## src/rtl/ir_pkg.sv

```systemverilog
// Shared definitions for the IR remote path: frame field layout and key-filter FSM states.
package ir_pkg;

    localparam int ADDR_MSB = 11;
    localparam int ADDR_LSB = 7;
    localparam int CMD_MSB  = 6;
    localparam int CMD_LSB  = 0;
    localparam int FRAME_W  = ADDR_MSB + 1;

    typedef struct packed {
        logic [ADDR_MSB-ADDR_LSB:0] addr;
        logic [CMD_MSB-CMD_LSB:0]   code;
    } ir_frame_t;

    typedef enum logic [1:0] {
        ST_IDLE    = 2'd0,
        ST_PRESSED = 2'd1,
        ST_HOLD    = 2'd2
    } ir_state_e;

endpackage

```

## src/rtl/ms_ticker.sv

```systemverilog
// Free-running millisecond prescaler: one-cycle tick every CLK_HZ/1000 cycles.
// Cleared only by reset; no backpressure, the tick is a pure timebase.
module ms_ticker #(
    parameter int CLK_HZ = 50_000_000
) (
    input  logic clk,
    input  logic rst_n,
    output logic tick
);

    localparam int DIV = (CLK_HZ / 1000 < 1) ? 1 : CLK_HZ / 1000;
    localparam int PW  = (DIV > 1) ? $clog2(DIV) : 1;

    logic [PW-1:0] cnt_q, cnt_d;

    assign tick  = (cnt_q == PW'(DIV - 1));
    assign cnt_d = tick ? '0 : cnt_q + 1'b1;

    always_ff @(posedge clk) begin
        if (!rst_n) begin
            cnt_q <= '0;
        end else begin
            cnt_q <= cnt_d;
        end
    end

endmodule

```

## src/rtl/ir_cmd_filter.sv

```systemverilog
// Turns raw IR receiver frames into one key event per press, with optional timed auto-repeat.
// Latency: fresh press visible one cycle after the data_rdy rising edge; no backpressure (strobe only).
module ir_cmd_filter
    import ir_pkg::*;
#(
    parameter int         CLK_HZ       = 50_000_000,
    parameter bit         ADDR_FILTER  = 1'b1,
    parameter logic [4:0] ADDR_MATCH   = 5'd1,
    parameter int         RELEASE_MS   = 120,
    parameter int         AR_DELAY_MS  = 500,
    parameter int         AR_PERIOD_MS = 200
) (
    input  logic               clk,
    input  logic               rst_n,
    input  logic [FRAME_W-1:0] data,
    input  logic               data_rdy,
    output logic [FRAME_W-1:0] cmd,
    output logic               cmd_valid,
    output logic               held,
    output logic               repeat_evt
);

    localparam int AR_MAX = (AR_DELAY_MS > AR_PERIOD_MS) ? AR_DELAY_MS : AR_PERIOD_MS;
    localparam int RW     = $clog2(RELEASE_MS + 1);
    localparam int AW     = $clog2(AR_MAX + 1);

    logic               tick;
    logic               rdy_q;
    ir_state_e          state_q, state_d;
    logic [RW-1:0]      rel_q, rel_d;
    logic [AW-1:0]      ar_q, ar_d;
    logic [FRAME_W-1:0] cmd_q, cmd_d;
    logic               vld_q, vld_d;
    logic               rep_q, rep_d;

    ir_frame_t frame_in;
    logic      addr_ok;
    logic      frame_acc;
    logic      rel_exp;
    logic      ar_due;

    ms_ticker #(.CLK_HZ(CLK_HZ)) u_ticker (
        .clk   (clk),
        .rst_n (rst_n),
        .tick  (tick)
    );

    assign frame_in  = ir_frame_t'(data);
    assign addr_ok   = !ADDR_FILTER || (frame_in.addr == ADDR_MATCH);
    assign frame_acc = data_rdy && !rdy_q && addr_ok;
    assign rel_exp   = (rel_q == RW'(RELEASE_MS));
    assign ar_due    = (state_q == ST_HOLD) ? (ar_q >= AW'(AR_PERIOD_MS))
                                            : ((AR_DELAY_MS != 0) && (ar_q >= AW'(AR_DELAY_MS)));

    always_comb begin
        state_d = state_q;
        cmd_d   = cmd_q;
        vld_d   = 1'b0;
        rep_d   = 1'b0;
        rel_d   = (tick && rel_q != RW'(RELEASE_MS)) ? rel_q + 1'b1 : rel_q;
        ar_d    = (tick && ar_q != AW'(AR_MAX)) ? ar_q + 1'b1 : ar_q;

        case (state_q)
            ST_PRESSED, ST_HOLD: begin
                if (frame_acc && data != cmd_q) begin
                    // A new key wins over any repeat due this cycle and restarts both timers.
                    state_d = ST_PRESSED;
                    cmd_d   = data;
                    vld_d   = 1'b1;
                    rel_d   = '0;
                    ar_d    = '0;
                end else begin
                    if (frame_acc) begin
                        rel_d = '0;
                    end else if (rel_exp) begin
                        state_d = ST_IDLE;
                        rel_d   = '0;
                        ar_d    = '0;
                    end
                    if (ar_due && (frame_acc || !rel_exp)) begin
                        state_d = ST_HOLD;
                        vld_d   = 1'b1;
                        rep_d   = 1'b1;
                        ar_d    = '0;
                    end
                end
            end
            default: begin
                rel_d = '0;
                ar_d  = '0;
                if (frame_acc) begin
                    state_d = ST_PRESSED;
                    cmd_d   = data;
                    vld_d   = 1'b1;
                end
            end
        endcase
    end

    // rdy_q resets high so a level already present at reset exit is not taken as a frame.
    always_ff @(posedge clk) begin
        if (!rst_n) begin
            rdy_q   <= 1'b1;
            state_q <= ST_IDLE;
            rel_q   <= '0;
            ar_q    <= '0;
            cmd_q   <= '0;
            vld_q   <= 1'b0;
            rep_q   <= 1'b0;
        end else begin
            rdy_q   <= data_rdy;
            state_q <= state_d;
            rel_q   <= rel_d;
            ar_q    <= ar_d;
            cmd_q   <= cmd_d;
            vld_q   <= vld_d;
            rep_q   <= rep_d;
        end
    end

    assign cmd        = cmd_q;
    assign cmd_valid  = vld_q;
    assign repeat_evt = rep_q;
    assign held       = (state_q != ST_IDLE);

endmodule

```

## config.mk

```make
export PLATFORM = sky130hd
export DESIGN_NAME = ir_cmd_filter
export DESIGN_NICKNAME = d
export VERILOG_FILES = /design/src/rtl/ir_pkg.sv /design/src/rtl/ms_ticker.sv /design/src/rtl/ir_cmd_filter.sv
export SDC_FILE = /design/constraint.sdc
export NUM_CORES = 1
export LEC_CHECK = 0
export CAP_MARGIN = 20
export CORE_MARGIN = 1.5
export CORE_UTILIZATION = 47
export DETAILED_ROUTE_END_ITERATION = 10
export PLACE_DENSITY = 0.67
export SETUP_SLACK_MARGIN = 0.05
export SYNTH_ARGS = -nofsm -noshare
export SYNTH_HDL_FRONTEND = slang
export SYNTH_SLANG_ARGS = --single-unit
```

## constraint.sdc

```tcl
create_clock -name clk -period 2.65 [get_ports clk]
set_input_delay 0.265 -clock clk [delete_from_list [all_inputs] [get_ports clk]]
set_output_delay 0.265 -clock clk [all_outputs]
set_load 0.1 [all_outputs]
```

# Word level (Yosys, flattened, before mapping)
# Cells that the tools add are included.
# op_classes
eq_ne	10
div	0
n_reduce_logical	19
magnitude_cmp	2
multipliers	0
n_addsub	3
bitwise	2
shift	0
muxes	17
# ops
op	count
$mux W12	3
$mux W9	3
$add A16 B1 Y16 const B	1
$eq A16 B16 Y1 const B	1
$mux W2	6
$ne A12 B12 Y1	1
$add A9 B1 Y9 const B	1
$ge A9 B8 Y1 const B	1
$ge A9 B9 Y1 const B	1
$ne A9 B9 Y1 const B	1
$add A7 B1 Y7 const B	1
$eq A7 B7 Y1 const B	1
$ne A7 B7 Y1 const B	1
$logic_and A1 B1 Y1	6
$eq A5 B1 Y1 const B	1
$mux W1	5
$reduce_or A5 Y1	1
$ne A4 B4 Y1 const B	1
$reduce_bool A2 Y1	2
$reduce_bool A4 Y1	1
$reduce_or A2 Y1	2
$reduce_or A4 Y1	1
$reduce_and A3 Y1	1
$reduce_or A3 Y1	1
other kinds (7)	9
# totals
output_inout_bits	15
latch_bits	0
elab_cells	61
mem_bits_rw	0
regBits	49
romBits	0
memories	0

# Logic depth before layout (Yosys ltp)
# Gate-level depths: netlist (run 1).
# logic_depth
depth_word	8
depth_mapped	7
ltp_nobuf	6

# By module
# A second synthesis (run 1) with hierarchy kept.
# unflattened
cells_unflattened	257
area_unflattened_um2	2407.3
# by_module_without_submodules
mod	cells_per_inst	seq_area_each_um2	instances	area_each_um2
ir_cmd_filter	178	660.6	1	1617.8
ms_ticker	79	320.3	1	789.5

# Worst setup path before layout (run 1)
# Ideal clock, no wire load.
# synth_path
kind	register to register
from	register cmd_q[3] (netlist: cmd[3])
to	register vld_q (netlist: cmd_valid)
stages_incl_launch_ff	7
t_required_ns	2.535
path_buffers	1
arrival_ns	2.009
setup_time_ns	0.115
path_slack_ns	0.526
cell_sequence	dfxtp_1 -> xnor2_1 -> nand4_1 -> nor3_2 -> a21oi_2 -> buf_6 -> o21a_1
# synth_between
elab_chain_len	4
# synth_lines
element	line_no	text
start, declared	ir_cmd_filter.sv:32	logic [FRAME_W-1:0] cmd_q, cmd_d;
start signal, assigned	ir_cmd_filter.sv:115	cmd_q <= cmd_d;
$ne A12 B12 Y1	ir_cmd_filter.sv:65	if (frame_acc && data != cmd_q) begin
$logic_and A1 B1 Y1	ir_cmd_filter.sv:65	
$mux W1	ir_cmd_filter.sv:65	
$mux W1	ir_cmd_filter.sv:63	case (state_q)
end signal, assigned	ir_cmd_filter.sv:116	vld_q <= vld_d;
end, declared	ir_cmd_filter.sv:33	logic vld_q, vld_d;
# Every way passes these cells.
# A chain may end at the register's enable or synchronous reset.

# Worst setup path after layout (run 1)
# layout_path
from	register u_ticker.cnt_q[0]
to	register ar_q[0]
# layout_between
elab_chain_len	5
# layout_lines
element	line_no	text
start, declared	ms_ticker.sv:14	logic [PW-1:0] cnt_q, cnt_d;
start signal, assigned	ms_ticker.sv:23	cnt_q <= cnt_d;
$eq A16 B16 Y1 (*)	ms_ticker.sv:16	assign tick = (cnt_q == PW'(DIV - 1));
$logic_and A1 B1 Y1 (*)	ir_cmd_filter.sv:61	ar_d = (tick && ar_q != AW'(AR_MAX)) ? ar_q + 1'b1 : ar_q;
$mux W9 (*)	ir_cmd_filter.sv:61	
$mux W9	ir_cmd_filter.sv:75	end else if (rel_exp) begin
$mux W9 (*)	ir_cmd_filter.sv:73	if (frame_acc) begin
end signal, assigned	ir_cmd_filter.sv:114	ar_q <= ar_d;
end, declared	ir_cmd_filter.sv:31	logic [AW-1:0] ar_q, ar_d;
# Mark *: on every way between the ends. The rest lies on a longest branch, timed or not.

==> out/qor.txt, run 1 <==
Initial Utilization - 0.496
post-synth cell types - 46
worst vdd rail ir drop - 0.333 mV
largest net degree at the start of global routing - 25
Core Util, Final - 0.580
placer congestion estimate - 0.782
met1 usage - 0.223
slowest CP cell - and4_1
Final Skew - 0.00767 ns
via count - 1779
post_cts resized - 0
# fillers - 463
Worst Path Required - 2.82 ns
1st-pass router iterations - 4
FFs w/ async S/R, synth - 0
Worst Path Arrival - 1.99 ns
crit start category - register
Sink Count - 49
status - completed
final hold vios - 0
RSZ-0062 raised after global routing - no
Die Wd - 74.1 um
H-tree lvl count - 2
total die area - 5490 um^2
total CTS buffers - 5
Vias/cell - 4.98
TritonCTS clock tree - yes
Die H - 74.1 um
# port buffers - 29
Max Root-Sink Buffers - 2
Hold Path Class - reg -> reg
Site Rows - 25
minimum clock period - 1.81 ns
Post-Synth XOR/XNOR Area - 0.144
Tot GR Track Use - 0.166
crit share post-route - 0.684
cell taking the most area after synthesis - dfxtp_1
hold buffer count at CTS - 0
Final Cell Area - 2780 um^2
Avg WL per Cell - 11.6 um
met3 Usage GRT - 0.0461
setup tns final - 0 ns
vias in the first global route - 1635
fmax - 552 MHz
Yosys top cell area share - 0.413
Reg-to-Reg Start - u_ticker.cnt_q[0]
Mean Syn Cell Area - 9.20 um^2
Reg area - 981 um^2
crit path cell chain - ha_1, and3_1, and4_1, and2_4, xnor2_1, nor2_1
worst setup path category - reg -> reg
hold_ws - 0.457 ns
first-pass GRT wire length - 7140 um
total core area - 4790 um^2
antenna-violating nets left - 0
measured slew at the worst slew-check pin - 0.517 ns
static leakage - 0.960 nW
M2 GR Usage - 0.256
Setup WS pre-CTS - 0.558 ns
DRT iter0 DRCs - 91
Post-Syn Area - 2370 um^2
largest family of logic cells by synthesized area - simple AND/OR/NAND/NOR gates
Worst slew margin - 0.655
n_diodes - 0
synth warn - 0
Worst path max stage delay - 0.42 ns
Multi-input gate area - 1310 um^2
ys flop type - dfxtp_1
Worst R2R Setup Slack - 0.84 ns
# setup viols final - 0
Synth area leaders - dfxtp_1 41%, xnor2_1 10%, nor2_1 5.9%, xor2_1 4.4%, nand2_1 4.0%
critical path startpoint - u_ticker.cnt_q[0]
#FFs+latches synth - 49
clock-pin slew on the worst setup and hold paths - 0.09 ns
Final WS setup - 0.837 ns
post-synthesis sequential area ratio - 0.413
detailed placer's ending HPWL - 2980 um
Post-DP Area - 2690 um^2
root buffer cell - clkbuf_8
initial antenna violation count - 0
fin. max-slew vios - 0
power per cell area - 448 nW/um^2
syn_nets - 280
cell count after synthesis - 258
Worst Path Max Fanout - 10
Most Crowded Layer GR - met2
HP Start - state_q[0]
Crit. End Element - register
# nets final - 311
Post-Synth Adder-Cell Area - 0.0369
share of cells above drive strength 1 - 0.145
Worst-Skew Late Latency - 0.30 ns
Compound-Gate Fraction of Synth Area - 0.0606
post-CTS setup buffer count - 0
I/O pin count - 30
GR Overflow Total - 0
DRC viols - 0
Post-synth EDFFs - 0
Area growth, synth to finish - 17.0%
area share of and/or/nand/nor cells after synthesis - 0.280
routed wire length - 4130 um
mux contribution to synthesized area - 0.0295
Max-Cap Viols - 0
==> cell usage after synthesis, types with 2 or more instances <==
cell,instances
xor2_1,12
a21oi_1,3
ha_1,7
nand2b_1,2
nor2_1,37
nand4_1,12
inv_1,12
nor2_2,2
xnor2_1,27
dfxtp_1,49
a31oi_1,2
mux2i_1,7
o21a_1,2
and4_1,2
nand2_1,25
clkbuf_1,4
and3_1,4
and4bb_2,2
and3b_1,4
nand3_1,12
nor3_1,4
nor4_2,3
==> area by class of cell <==
cell class / count / share of cell area
multi-input cells: 190 / 0.471
flip-flops and latches: 49 / 0.353
repair buffers: 31 / 0.0964
well taps: 67 / 0.0302
clock buffers: 5 / 0.0248
inverters: 12 / 0.0162
clock inverters: 3 / 0.00811
==> cells in the final DEF (no fill, tap or decap), types with 2 or more instances in the layout <==
cell and count:
a21oi_1 3, a31oi_1 2, and3_1 4, and3b_1 4, and4_1 2, and4bb_2 2, buf_4 17, clkbuf_8 5
clkdlybuf4s50_1 14, clkinvlp_4 3, dfxtp_1 49, ha_1 7, inv_1 12, mux2i_1 7, nand2_1 25, nand2b_1 2
nand3_1 12, nand4_1 12, nor2_1 37, nor2_2 2, nor3_1 4, nor4_2 3, o21a_1 2, xnor2_1 27
xor2_1 12
==> metal layers <==
| layer | wire, um | up-vias |
|---|---|---|
| li1 | - | 935 |
| met1 | 2160 | 814 |
| met2 | 1810 | 28 |
| met3 | 134 | 2 |
| met4 | 25 | 0 |
| met5 | 0 | - |
==> through the flow <==
step,power [mW],cells
floorplan,0.792,258
global placement,0.824,349
detailed placement,0.824,349
CTS,1.27,357
global route,1.30,357
finish,1.25,357
==> where the power goes <==
| group | switching [mW] | internal (mW) | leakage, nW |
|---|---|---|---|
| sequential | 0.00430 | 0.741 | 0.395 |
| clock | 0.253 | 0.185 | 0.0364 |
| combinational | 0.0283 | 0.0332 | 0.529 |
| total | 0.286 | 0.959 | 0.960 |
==> cells by family after synthesis <==
group / Yosys count
AND/OR/NAND/NOR: 119
flip-flops: 49
XOR/XNOR: 39
buffers and inverters: 19
AO/OA/AOI/OAI: 18
multiplexers: 7
adder cells (fa/ha/maj): 7
==> flip-flops by register name, indices dropped and copies added (netlist names) <==
register / count
cmd_valid: 1
repeat_evt: 1
state_q: 2
u_ticker.cnt_q: 16
ar_q: 9
rdy_q: 1
rel_q: 7
cmd: 12
==> critical path: cells and delay by family (launching register included) <==
kind	cells	cell delay (ns)
simple gates	4	0.98
flops	1	0.39
fa+ha+maj	1	0.21
xor+xnor	1	0.11
==> final timing paths <==
check | endpoint | cells after the start
max | ar_q[0] | 6
min | state_q[0] | 2
max reg2reg | ar_q[0] | 6
min reg2reg | state_q[0] | 2
No activity file was read; power rests on OpenSTA's default activity.
==> run 2: changes to the inputs <==
--- a/config.mk
+++ b/config.mk
@@ -9,7 +9,7 @@
 export CORE_MARGIN = 1.5
 export CORE_UTILIZATION = 47
 export DETAILED_ROUTE_END_ITERATION = 10
-export PLACE_DENSITY = 0.67
+export PLACE_DENSITY = 0.7
 export SETUP_SLACK_MARGIN = 0.05
 export SYNTH_ARGS = -nofsm -noshare
 export SYNTH_HDL_FRONTEND = slang
==> constraint.sdc (replaced) <==
create_clock -name clk -period 1.6 [get_ports clk]
set_input_delay 0.16 -clock clk [delete_from_list [all_inputs] [get_ports clk]]
set_output_delay 0.16 -clock clk [all_outputs]
set_load 0.1 [all_outputs]
==> run 2 against run 1 <==
- clock power up 100%
- sequential share of layout area shrank 7.2 points
- final area increased by 33%
- worst hold slack worse by 0.0094 ns
- cell count rose by 14%
- first-iteration DRC count up 5.5%
- core utilization grew 19 points
- clock skew grew 0.00090 ns
- non-clock buffer count up 48
- critical path type is now in -> reg
- largest power group unchanged
- highest routed layer unchanged
==> out/qor.txt, run 2 (synthesis gave the netlist of run 1 again) <==
Worst-Skew Late Latency - 0.30 ns (about the same)
Avg WL per Cell - 14.6 um (was 11.6 um)
Worst R2R Setup Slack - 0.03 ns (was 0.84 ns)
worst setup path category - in -> reg (was reg -> reg)
power per cell area - 610 nW/um^2 (was 448 nW/um^2)
clock-pin slew on the worst setup and hold paths - 0.10 ns (was 0.09 ns)
# placed instances - 390 (was 349)
placer congestion estimate - 0.876 (was 0.782)
Core Util, Final - 0.770 (was 0.580)
measured slew at the worst slew-check pin - 0.329 ns (was 0.517 ns)
commonest cells after routing, fill and taps aside - 42 x buf_4, 32 x nor2_1, 28 x dfxtp_1 (was 49 x dfxtp_1, 37 x nor2_1, 27 x xnor2_1)
Crit. End Element - register (unchanged)
slowest CP cell - clkdlybuf4s50_1 (was and4_1)
fmax - 631 MHz
Worst slew margin - 0.780 (was 0.655)
Tot GR Track Use - 0.202 (was 0.166)
Tot Pwr - 2.25 mW (was 1.25 mW)
r2r worst-path depth - 6 (unchanged)
1st-pass router iterations - 4 (unchanged)
I/O pin count - 30 (unchanged)
Worst Path Max Fanout - 6 (was 10)
# setup viols final - 0 (unchanged)
dominant cell type by count on the critical path - buf_4
Setup WS pre-CTS - -0.507 ns (was 0.558 ns)
Worst path max stage delay - 0.47 ns (was 0.42 ns)
via count - 2094 (was 1779)
routed wire length - 5910 um (was 4130 um)
status - completed (unchanged)
static leakage - 1.41 nW (was 0.960 nW)
# nets final - 360 (was 311)
largest net degree at the start of global routing - 28 (was 25)
Worst Path Required - 1.85 ns (was 2.82 ns)
Max-Cap Viols - 0 (unchanged)
Final Cell Area - 3690 um^2 (was 2780 um^2)
Sink Count - 49 (unchanged)
Initial Utilization - 0.496 (unchanged)
root buffer cell - clkbuf_8 (unchanged)
Final WS setup - 0.0151 ns (was 0.837 ns)
Post-DP Area - 3260 um^2 (was 2690 um^2)
detailed placer's ending HPWL - 3710 um (was 2980 um)
Max Root-Sink Buffers - 2 (unchanged)
DRC viols - 0 (unchanged)
Area growth, synth to finish - 55.3% (was 17.0%)
vias in the first global route - 1906 (was 1635)
antenna-violating nets left - 0 (unchanged)
fin. max-slew vios - 0 (unchanged)
final hold vios - 0 (unchanged)
most flop-heavy register - u_ticker.cnt_q (unchanged)
Multi-input gate area - 1520 um^2 (was 1310 um^2)
minimum clock period - 1.58 ns
Die Wd - 74.1 um (unchanged)
commonest non-fill, non-tap cell in the layout - buf_4 (was dfxtp_1)
Worst Path Arrival - 1.83 ns (was 1.99 ns)
Site Rows - 25 (unchanged)
Final Skew - 0.00857 ns (was 0.00767 ns)
total CTS buffers - 5 (unchanged)
# fillers - 323 (was 463)
RSZ-0062 raised after global routing - yes (was no)
# port buffers - 29 (unchanged)
Die H - 74.1 um (unchanged)
H-tree lvl count - 2 (unchanged)
share of cells above drive strength 1 - 0.410 (was 0.145)
Reg area - 1040 um^2 (was 981 um^2)
TritonCTS clock tree - yes (unchanged)
Hold Path Class - in -> reg (was reg -> reg)
initial antenna violation count - 0 (unchanged)
Vias/cell - 5.16 (was 4.98)
total die area - 5490 um^2 (unchanged)
crit path cell chain - clkdlybuf4s50_1, nor4b_2, nand3_2, buf_4, nand2b_1, o2111ai_2, buf_4, nor2_2 (was ha_1, and3_1, and4_1, and2_4, xnor2_1, nor2_1)
DRT iter0 DRCs - 96 (was 91)
hold_ws - 0.448 ns (was 0.457 ns)
crit share post-route - 0.991
crit start category - primary input (was register)
total core area - 4790 um^2 (unchanged)
GR Overflow Total - 0 (unchanged)
max FFs per register - 16 (unchanged)
Finished Layout Cells - 406 (was 357)
setup tns final - 0 ns (unchanged)
n_diodes - 0 (unchanged)
first-pass GRT wire length - 8580 um (was 7140 um)
hold depth - 2 (unchanged)
worst vdd rail ir drop - 0.451 mV (was 0.333 mV)
==> run 2: cell type report <==
class,instances,area share
clock buffer,5,0.0187
timing repair buffer,79,0.241
multi-input combinational,191,0.413
sequential,49,0.281
inverter,12,0.0122
clock inverter,3,0.0109
tap,67,0.0227
==> run 2: repair_timing <==
action / 4_1_cts / 5_1_grt
gates resized for setup: 6 / 48
endpoints found under the setup margin: 25 / 47
buffers inserted: 0 / 5
hold buffers: 0 / 0
pin swaps: 6 / 24
gates cloned: 0 / 3
==> run 2: per-layer routing <==
layer	vias up	share of wire	track usage
met2	57	0.50	0.330
met5	-	0	0
li1	1039	-	-
met4	0	0.0074	0.0658
met3	5	0.051	0.0569
met1	993	0.44	0.258
==> run 2: path summary, 6_finish.rpt <==
| path | start | end |
|---|---|---|
| worst max-delay path | data[11] | ar_q[7] |
| worst max register to register | u_ticker.cnt_q[7] | ar_q[6] |
| worst min-delay path | data_rdy | rdy_q |
| worst min register to register | state_q[0] | state_q[0] |
==> run 2: power by group <==
| part | internal, mW | switching (mW) |
|---|---|---|
| Combinational | 0.0837 | 0.0628 |
| Clock | 0.462 | 0.425 |
| Sequential | 1.21 | 0.00536 |
==> run 2: worst max-delay path: cells and delay by family <==
family / cells / cell delay, ns
buffers and inverters: 3 / 0.87
AND/OR/NAND/NOR: 4 / 0.67
AO/OA/AOI/OAI: 1 / 0.14
